`config.mk`:
```
export PLATFORM = sky130hd
export DESIGN_NAME = fp_control_unit
export DESIGN_NICKNAME = d
export VERILOG_FILES = /design/src/rtl/fp_ctrl_pkg.sv /design/src/rtl/fp_control_unit.sv
export SDC_FILE = /design/constraint.sdc
export NUM_CORES = 1
export LEC_CHECK = 0
export BUFFER_PORTS_ARGS = -buffer_cell sky130_fd_sc_hd__buf_2
export CAP_MARGIN = 10
export CORE_ASPECT_RATIO = 1.4
export CORE_MARGIN = 2
export CORE_UTILIZATION = 50
export CTS_CLUSTER_DIAMETER = 100
export CTS_CLUSTER_SIZE = 25
export DETAILED_ROUTE_END_ITERATION = 10
export PLACE_DENSITY = 0.78
export SYNTH_ARGS = -nofsm -noshare
export SYNTH_HDL_FRONTEND = slang
export SYNTH_SLANG_ARGS = --single-unit
export TNS_END_PERCENT = 100
```
`constraint.sdc`:
```
create_clock -name clk -period 2.5 [get_ports clk]
set_clock_uncertainty 0.1 [all_clocks]
set_input_delay 0.125 -clock clk [delete_from_list [all_inputs] [get_ports clk]]
set_output_delay 0.125 -clock clk [all_outputs]
set_load 0.005 [all_outputs]
```
`src/rtl/fp_ctrl_pkg.sv`:
```
// Shared types and constants for the floating-point add/multiply sequencer.
package fp_ctrl_pkg;

    typedef enum logic [3:0] {
        S_IDLE,
        S_EXP,
        S_ALIGN,
        S_BIG,
        S_LD_EXP,
        S_NORM,
        S_LD_NORM,
        S_RND,
        S_LD_RND,
        S_CHK,
        S_LD_OVF,
        S_DONE
    } state_e;

    localparam logic OP_SOMA     = 1'b1;
    localparam logic OP_MULT     = 1'b0;
    localparam logic SHIFT_LEFT  = 1'b1;
    localparam logic SHIFT_RIGHT = 1'b0;

    localparam int unsigned MAX_ALIGN_DEFAULT = 26;

    // Subtract a single bit, saturating at zero instead of wrapping.
    function automatic logic [7:0] sub_clamp(input logic [7:0] a, input logic b);
        return (a >= {7'd0, b}) ? a - {7'd0, b} : 8'd0;
    endfunction

endpackage

```
`src/rtl/fp_control_unit.sv`:
```
// Moore sequencer driving the floating-point Datapath through one add or multiply.
// Outputs are registered from the next state so they are valid for the whole state.
module fp_control_unit
    import fp_ctrl_pkg::*;
#(
    parameter int unsigned MAX_ALIGN = MAX_ALIGN_DEFAULT
) (
    input  logic       clk,
    input  logic       rst_n,
    input  logic       start,
    input  logic       operacao,
    input  logic [7:0] saida_registrador,
    input  logic [7:0] tamanhoShift,
    input  logic       directionShift,
    input  logic       overflow,
    output logic       soma_multiplica_small_ula,
    output logic       soma_multiplica_big_ula,
    output logic       subtrador_big_ula,
    output logic [4:0] tamanho,
    output logic [4:0] tamanho2,
    output logic [7:0] tamanho3,
    output logic       decisor_mux_expoente_escolhido,
    output logic       decisor_mux_saida_big_ula,
    output logic       decisor_shift_right_left,
    output logic       subtrador_Somador_subtrador,
    output logic       load,
    output logic       busy,
    output logic       done
);

    state_e     state_q, state_d;
    logic       op_q, op_d;
    logic [7:0] align_sat;

    logic       sm_small_d, sm_big_d, sub_big_d;
    logic [4:0] tamanho_d, tamanho2_d;
    logic [7:0] tamanho3_d;
    logic       mux_exp_d, mux_saida_d, shift_dir_d, som_sub_d;
    logic       load_d, busy_d, done_d;

    assign align_sat = (saida_registrador > 8'(MAX_ALIGN)) ? 8'(MAX_ALIGN) : saida_registrador;

    always_ff @(posedge clk) begin
        if (!rst_n) begin
            state_q                        <= S_IDLE;
            op_q                           <= OP_MULT;
            soma_multiplica_small_ula      <= 1'b0;
            soma_multiplica_big_ula        <= 1'b0;
            subtrador_big_ula              <= 1'b0;
            tamanho                        <= 5'd0;
            tamanho2                       <= 5'd0;
            tamanho3                       <= 8'd0;
            decisor_mux_expoente_escolhido <= 1'b0;
            decisor_mux_saida_big_ula      <= 1'b0;
            decisor_shift_right_left       <= 1'b0;
            subtrador_Somador_subtrador    <= 1'b0;
            load                           <= 1'b0;
            busy                           <= 1'b0;
            done                           <= 1'b0;
        end else begin
            state_q                        <= state_d;
            op_q                           <= op_d;
            soma_multiplica_small_ula      <= sm_small_d;
            soma_multiplica_big_ula        <= sm_big_d;
            subtrador_big_ula              <= sub_big_d;
            tamanho                        <= tamanho_d;
            tamanho2                       <= tamanho2_d;
            tamanho3                       <= tamanho3_d;
            decisor_mux_expoente_escolhido <= mux_exp_d;
            decisor_mux_saida_big_ula      <= mux_saida_d;
            decisor_shift_right_left       <= shift_dir_d;
            subtrador_Somador_subtrador    <= som_sub_d;
            load                           <= load_d;
            busy                           <= busy_d;
            done                           <= done_d;
        end
    end

    always_comb begin
        state_d = state_q;
        op_d    = op_q;
        unique case (state_q)
            S_IDLE: begin
                if (start) begin
                    op_d    = operacao;
                    state_d = S_EXP;
                end
            end
            S_EXP:     state_d = S_ALIGN;
            S_ALIGN:   state_d = S_BIG;
            S_BIG:     state_d = (op_q == OP_SOMA) ? S_LD_EXP : S_DONE;
            S_LD_EXP:  state_d = S_NORM;
            S_NORM:    state_d = S_LD_NORM;
            S_LD_NORM: state_d = S_RND;
            S_RND:     state_d = S_LD_RND;
            S_LD_RND:  state_d = S_CHK;
            S_CHK:     state_d = overflow ? S_LD_OVF : S_DONE;
            S_LD_OVF:  state_d = S_DONE;
            S_DONE:    state_d = S_IDLE;
            default:   state_d = S_IDLE;
        endcase
    end

    // Decoded on the state being entered; anything not assigned holds its last value.
    always_comb begin
        sm_small_d  = soma_multiplica_small_ula;
        sm_big_d    = soma_multiplica_big_ula;
        sub_big_d   = subtrador_big_ula;
        tamanho_d   = tamanho;
        tamanho2_d  = tamanho2;
        tamanho3_d  = tamanho3;
        mux_exp_d   = decisor_mux_expoente_escolhido;
        mux_saida_d = decisor_mux_saida_big_ula;
        shift_dir_d = decisor_shift_right_left;
        som_sub_d   = subtrador_Somador_subtrador;
        load_d      = 1'b0;
        done_d      = 1'b0;
        busy_d      = (state_d != S_IDLE);
        unique case (state_d)
            S_EXP: begin
                sm_small_d = operacao;
                sm_big_d   = operacao;
            end
            S_ALIGN: begin
                tamanho_d = 5'(align_sat);
                sub_big_d = 1'b0;
            end
            S_LD_EXP: begin
                mux_exp_d  = 1'b0;
                som_sub_d  = 1'b0;
                tamanho3_d = saida_registrador;
                load_d     = 1'b1;
            end
            S_NORM: begin
                tamanho3_d  = sub_clamp(tamanhoShift, directionShift);
                tamanho2_d  = 5'(sub_clamp({3'd0, tamanhoShift[4:0]}, directionShift));
                mux_exp_d   = 1'b1;
                som_sub_d   = 1'b1;
                mux_saida_d = 1'b0;
                shift_dir_d = directionShift ? SHIFT_LEFT : SHIFT_RIGHT;
            end
            S_RND: begin
                som_sub_d   = 1'b0;
                tamanho3_d  = 8'd1;
                tamanho2_d  = 5'd1;
                shift_dir_d = SHIFT_RIGHT;
            end
            S_LD_NORM, S_LD_RND: load_d = 1'b1;
            S_LD_OVF: begin
                mux_saida_d = 1'b1;
                shift_dir_d = SHIFT_RIGHT;
                tamanho2_d  = 5'd1;
                mux_exp_d   = 1'b1;
                som_sub_d   = 1'b0;
                tamanho3_d  = 8'd1;
                load_d      = 1'b1;
            end
            S_DONE: done_d = 1'b1;
            default: ;
        endcase
    end

endmodule

```
==> impl_results.md <==
- PostCTS Resize Cnt: 0
- PD cells: 582.3 mW/mm^2
- Final Setup Violations: 0
- Critical Path Sink Type: flip-flop
- Post-Route WL: 3.731 mm
- Area delta synth->final: 20.35%
- # rows: 24
- RSZ-0062 raised after global routing: false
- Post-DP Area: 0.001853 mm^2
- Crit path from: state_q[0]
- Largest family of logic cells by synthesized area: compound AO/OA/AOI/OAI gates
- CTS max path bufs: 2
- Worst-path maximum fanout: 13
- Syn Std Cell Area: 0.001623 mm^2
- Max Slew Vio Count: 0
- Worst hold path startpoint: start
- Final Hold Vio Count: 0
- Minimum clock period: 2086 ps
- Layout net count: 251
- Core Box Area: 0.003123 mm^2
- Placed Cells: 259
- H-tree depth: 2
- Initial Util: 0.5196
- Reg clk slew, reported paths: 60 ps
- Worst Path Arrival: 2160 ps
- Synth Flop Type: dfxtp_1
- CP startpoint kind: flip-flop
- Fillcell total: 304
- Async set-reset flop share out of synthesis: 0
- DR vias/cell: 5.727
- CTS root buf: clkbuf_8
- Final TNS setup: 0 ps
- DRC viols: 0
- Leakage: 0.7922 nW
- Mapped Cells: 184
- Slew HR: 0.5499
- Port buffer count: 48
- Die area: 0.003724 mm^2
- Mux contribution to synthesized area: 0.006168
- Inserted Diodes: 0
- Ys Warns: 0
- Non-Filler Instances: 267
- ANT nets after route: 0
- Routed WL per cell: 13.97 um
- Sequential Power Share: 0.480
- Yosys reg bits: 31
- Initial antenna violation count: 0
- Synth area leaders: dfxtp_1 (38%), o221a_2 (6.9%), nor3_1 (4.0%)
- Inserted Clock Buffers: 5
- Tot Pwr: 1.137 mW
- Synth Area in Compound Gates: 0.2668
- Largest net degree at the start of global routing: 16
- Die height: 71.41 um
- Syn Nets: 208
- Worst-Skew Late Latency: 280 ps
- DP HPWL: 2.824 mm
- Kind of critical path: flip-flop to flip-flop
- Peak supply drop: 0.3814 mV
- Hold WC Path Type: primary input to flip-flop
- P_sw: 0.2926 mW
- Cts hold-fix bufs: 0
- Total internal power: 0.8448 mW
- Fmax: 0.4793 GHz
- First-pass GRT wire length: 6.244 mm
- Post-synth top area cell: dfxtp_1
- Worst slew pin tran: 675.2 ps
- Final Instance Area: 0.001953 mm^2
- Period utilisation layout: 0.8345
- GP Congestion: 0.8313
- Share of layout cells above drive strength 1: 0.3114
- EDFF count, synth: 0
- Synth cell types: 50
- Worst endpoint required time: 2580 ps
- DR iter-0 viols: 26
- Clock power frac: 0.379
- Synth Area per Inst: 8.820 um^2
- I/O pin count: 50
- Fin Hold WS: 4.556 ps
- Setup bufs post-CTS: 0
- Max cap viols: 0
- Router iterations before antenna repair: 4
- Post-Synth XOR/XNOR Area: 0.02159
- Post-synthesis simple-gate area fraction: 0.2483
- Outcome: finished clean
- Comb power frac: 0.142
- Switching part of the total: 0.2573
- Overflow after GRT: 0
- DR vias: 1529
- Seq/Total Area, Yosys: 0.3824
- Top cell type's share of synthesized area: 0.3824
- Reg-to-Reg Start: state_q[0]
- Total GRT Usage: 0.2204
- Vias in the first global route: 1405
- Die Width: 52.15 um
- CTS Sinks: 31
- Adder-cell share of the synthesized area: 0.01542
- TritonCTS clock tree: yes
==> synthesized netlist by cell type (2+ instances only) <==
cell type / number
dfxtp_1: 31
nor3_1: 13
a21oi_1: 11
nand2_1: 10
nor2_1: 10
o221a_2: 10
clkbuf_1: 8
o21a_1: 8
o21ai_0: 8
inv_1: 7
nor3b_1: 5
a211oi_1: 4
nor4_1: 4
a22oi_1: 3
nand3_1: 3
nor2b_1: 3
or3_1: 3
xnor2_1: 3
and2_1: 2
buf_2: 2
buf_4: 2
ha_1: 2
nand2b_1: 2
nor4b_1: 2
o211ai_1: 2
or4_1: 2
==> through the flow <==
step,util,worst slack [ps]
floorplan,-,728.8
global placement,0.5933,435.7
detailed placement,0.5933,448.7
CTS,0.6254,443.7
global route,0.6254,269.0
finish,0.6254,413.8
==> logic make-up after synthesis <==
kind of cell | count (synthesis)
simple gates | 68
compound gates | 57
flops | 31
buf+inv | 20
xor+xnor | 4
fa+ha+maj | 2
other cells | 1
mux | 1
==> flip-flops by register name, indices dropped and copies added (netlist names) <==
name                            flops
op_q                                1
load                                1
busy                                1
tamanho                             5
subtrador_Somador_subtrador         1
tamanho3                            8
done                                1
decisor_shift_right_left            1
decisor_mux_saida_big_ula           1
soma_multiplica_big_ula             1
state_q                             4
tamanho2                            5
decisor_mux_expoente_escolhido      1
==> power groups by stage <==
stage	logic, mW	clock network [mW]	registers (mW)
finish	0.161	0.431	0.546
global route	0.179	0.462	0.551
CTS	0.161	0.439	0.546
detailed placement	0.161	0	0.556
global placement	0.160	0	0.557
floorplan	0.114	0	0.544
==> layout make-up <==
class	count	area, um^2	share of cell area
Inverter	7	26.28	0.01345
Sequential cell	31	620.6	0.3177
Tap cell	39	48.80	0.02498
Timing Repair Buffer	49	247.7	0.1268
Multi-Input combinational cell	133	909.6	0.4657
Clock buffer	8	100.1	0.05125
==> cell usage in the layout (no fill, tap or decap), drive strengths merged, types with 2 or more instances in the layout <==
cell,instances
a211oi,5
a21oi,11
a22oi,3
and2,2
buf,49
clkbuf,8
dfxtp,31
ha,2
inv,7
nand2,10
nand2b,2
nand3,3
nor2,10
nor2b,3
nor3,13
nor3b,5
nor4,5
nor4b,2
o211ai,2
o21a,8
o21ai,8
o221a,10
or3,3
or4,3
xnor2,3
==> critical path: stages (launching register included) <==
cell and delay [ps]:
dfxtp_1 520, or4b_1 560, nor4_1 380, o21ai_0 160, o221a_2 260
==> layer usage <==
layer  GRT usage  up-vias  wire length, um
met1      0.2526      711             1595
met5           0        -                0
li1            -      778                -
met2      0.3769       32             1891
met3     0.06042        8              156
met4     0.09402        0               87
==> final timing paths <==
| check | to | slack (ps) | cells past startpoint |
|---|---|---|---|
| worst min-delay path | busy | 5 | 3 |
| worst min register to register | tamanho2[4] | 350 | 2 |
| worst max register to register | tamanho[1] | 410 | 4 |
| worst max-delay path | tamanho[1] | 410 | 4 |
Power figures use the tool's default switching activity.
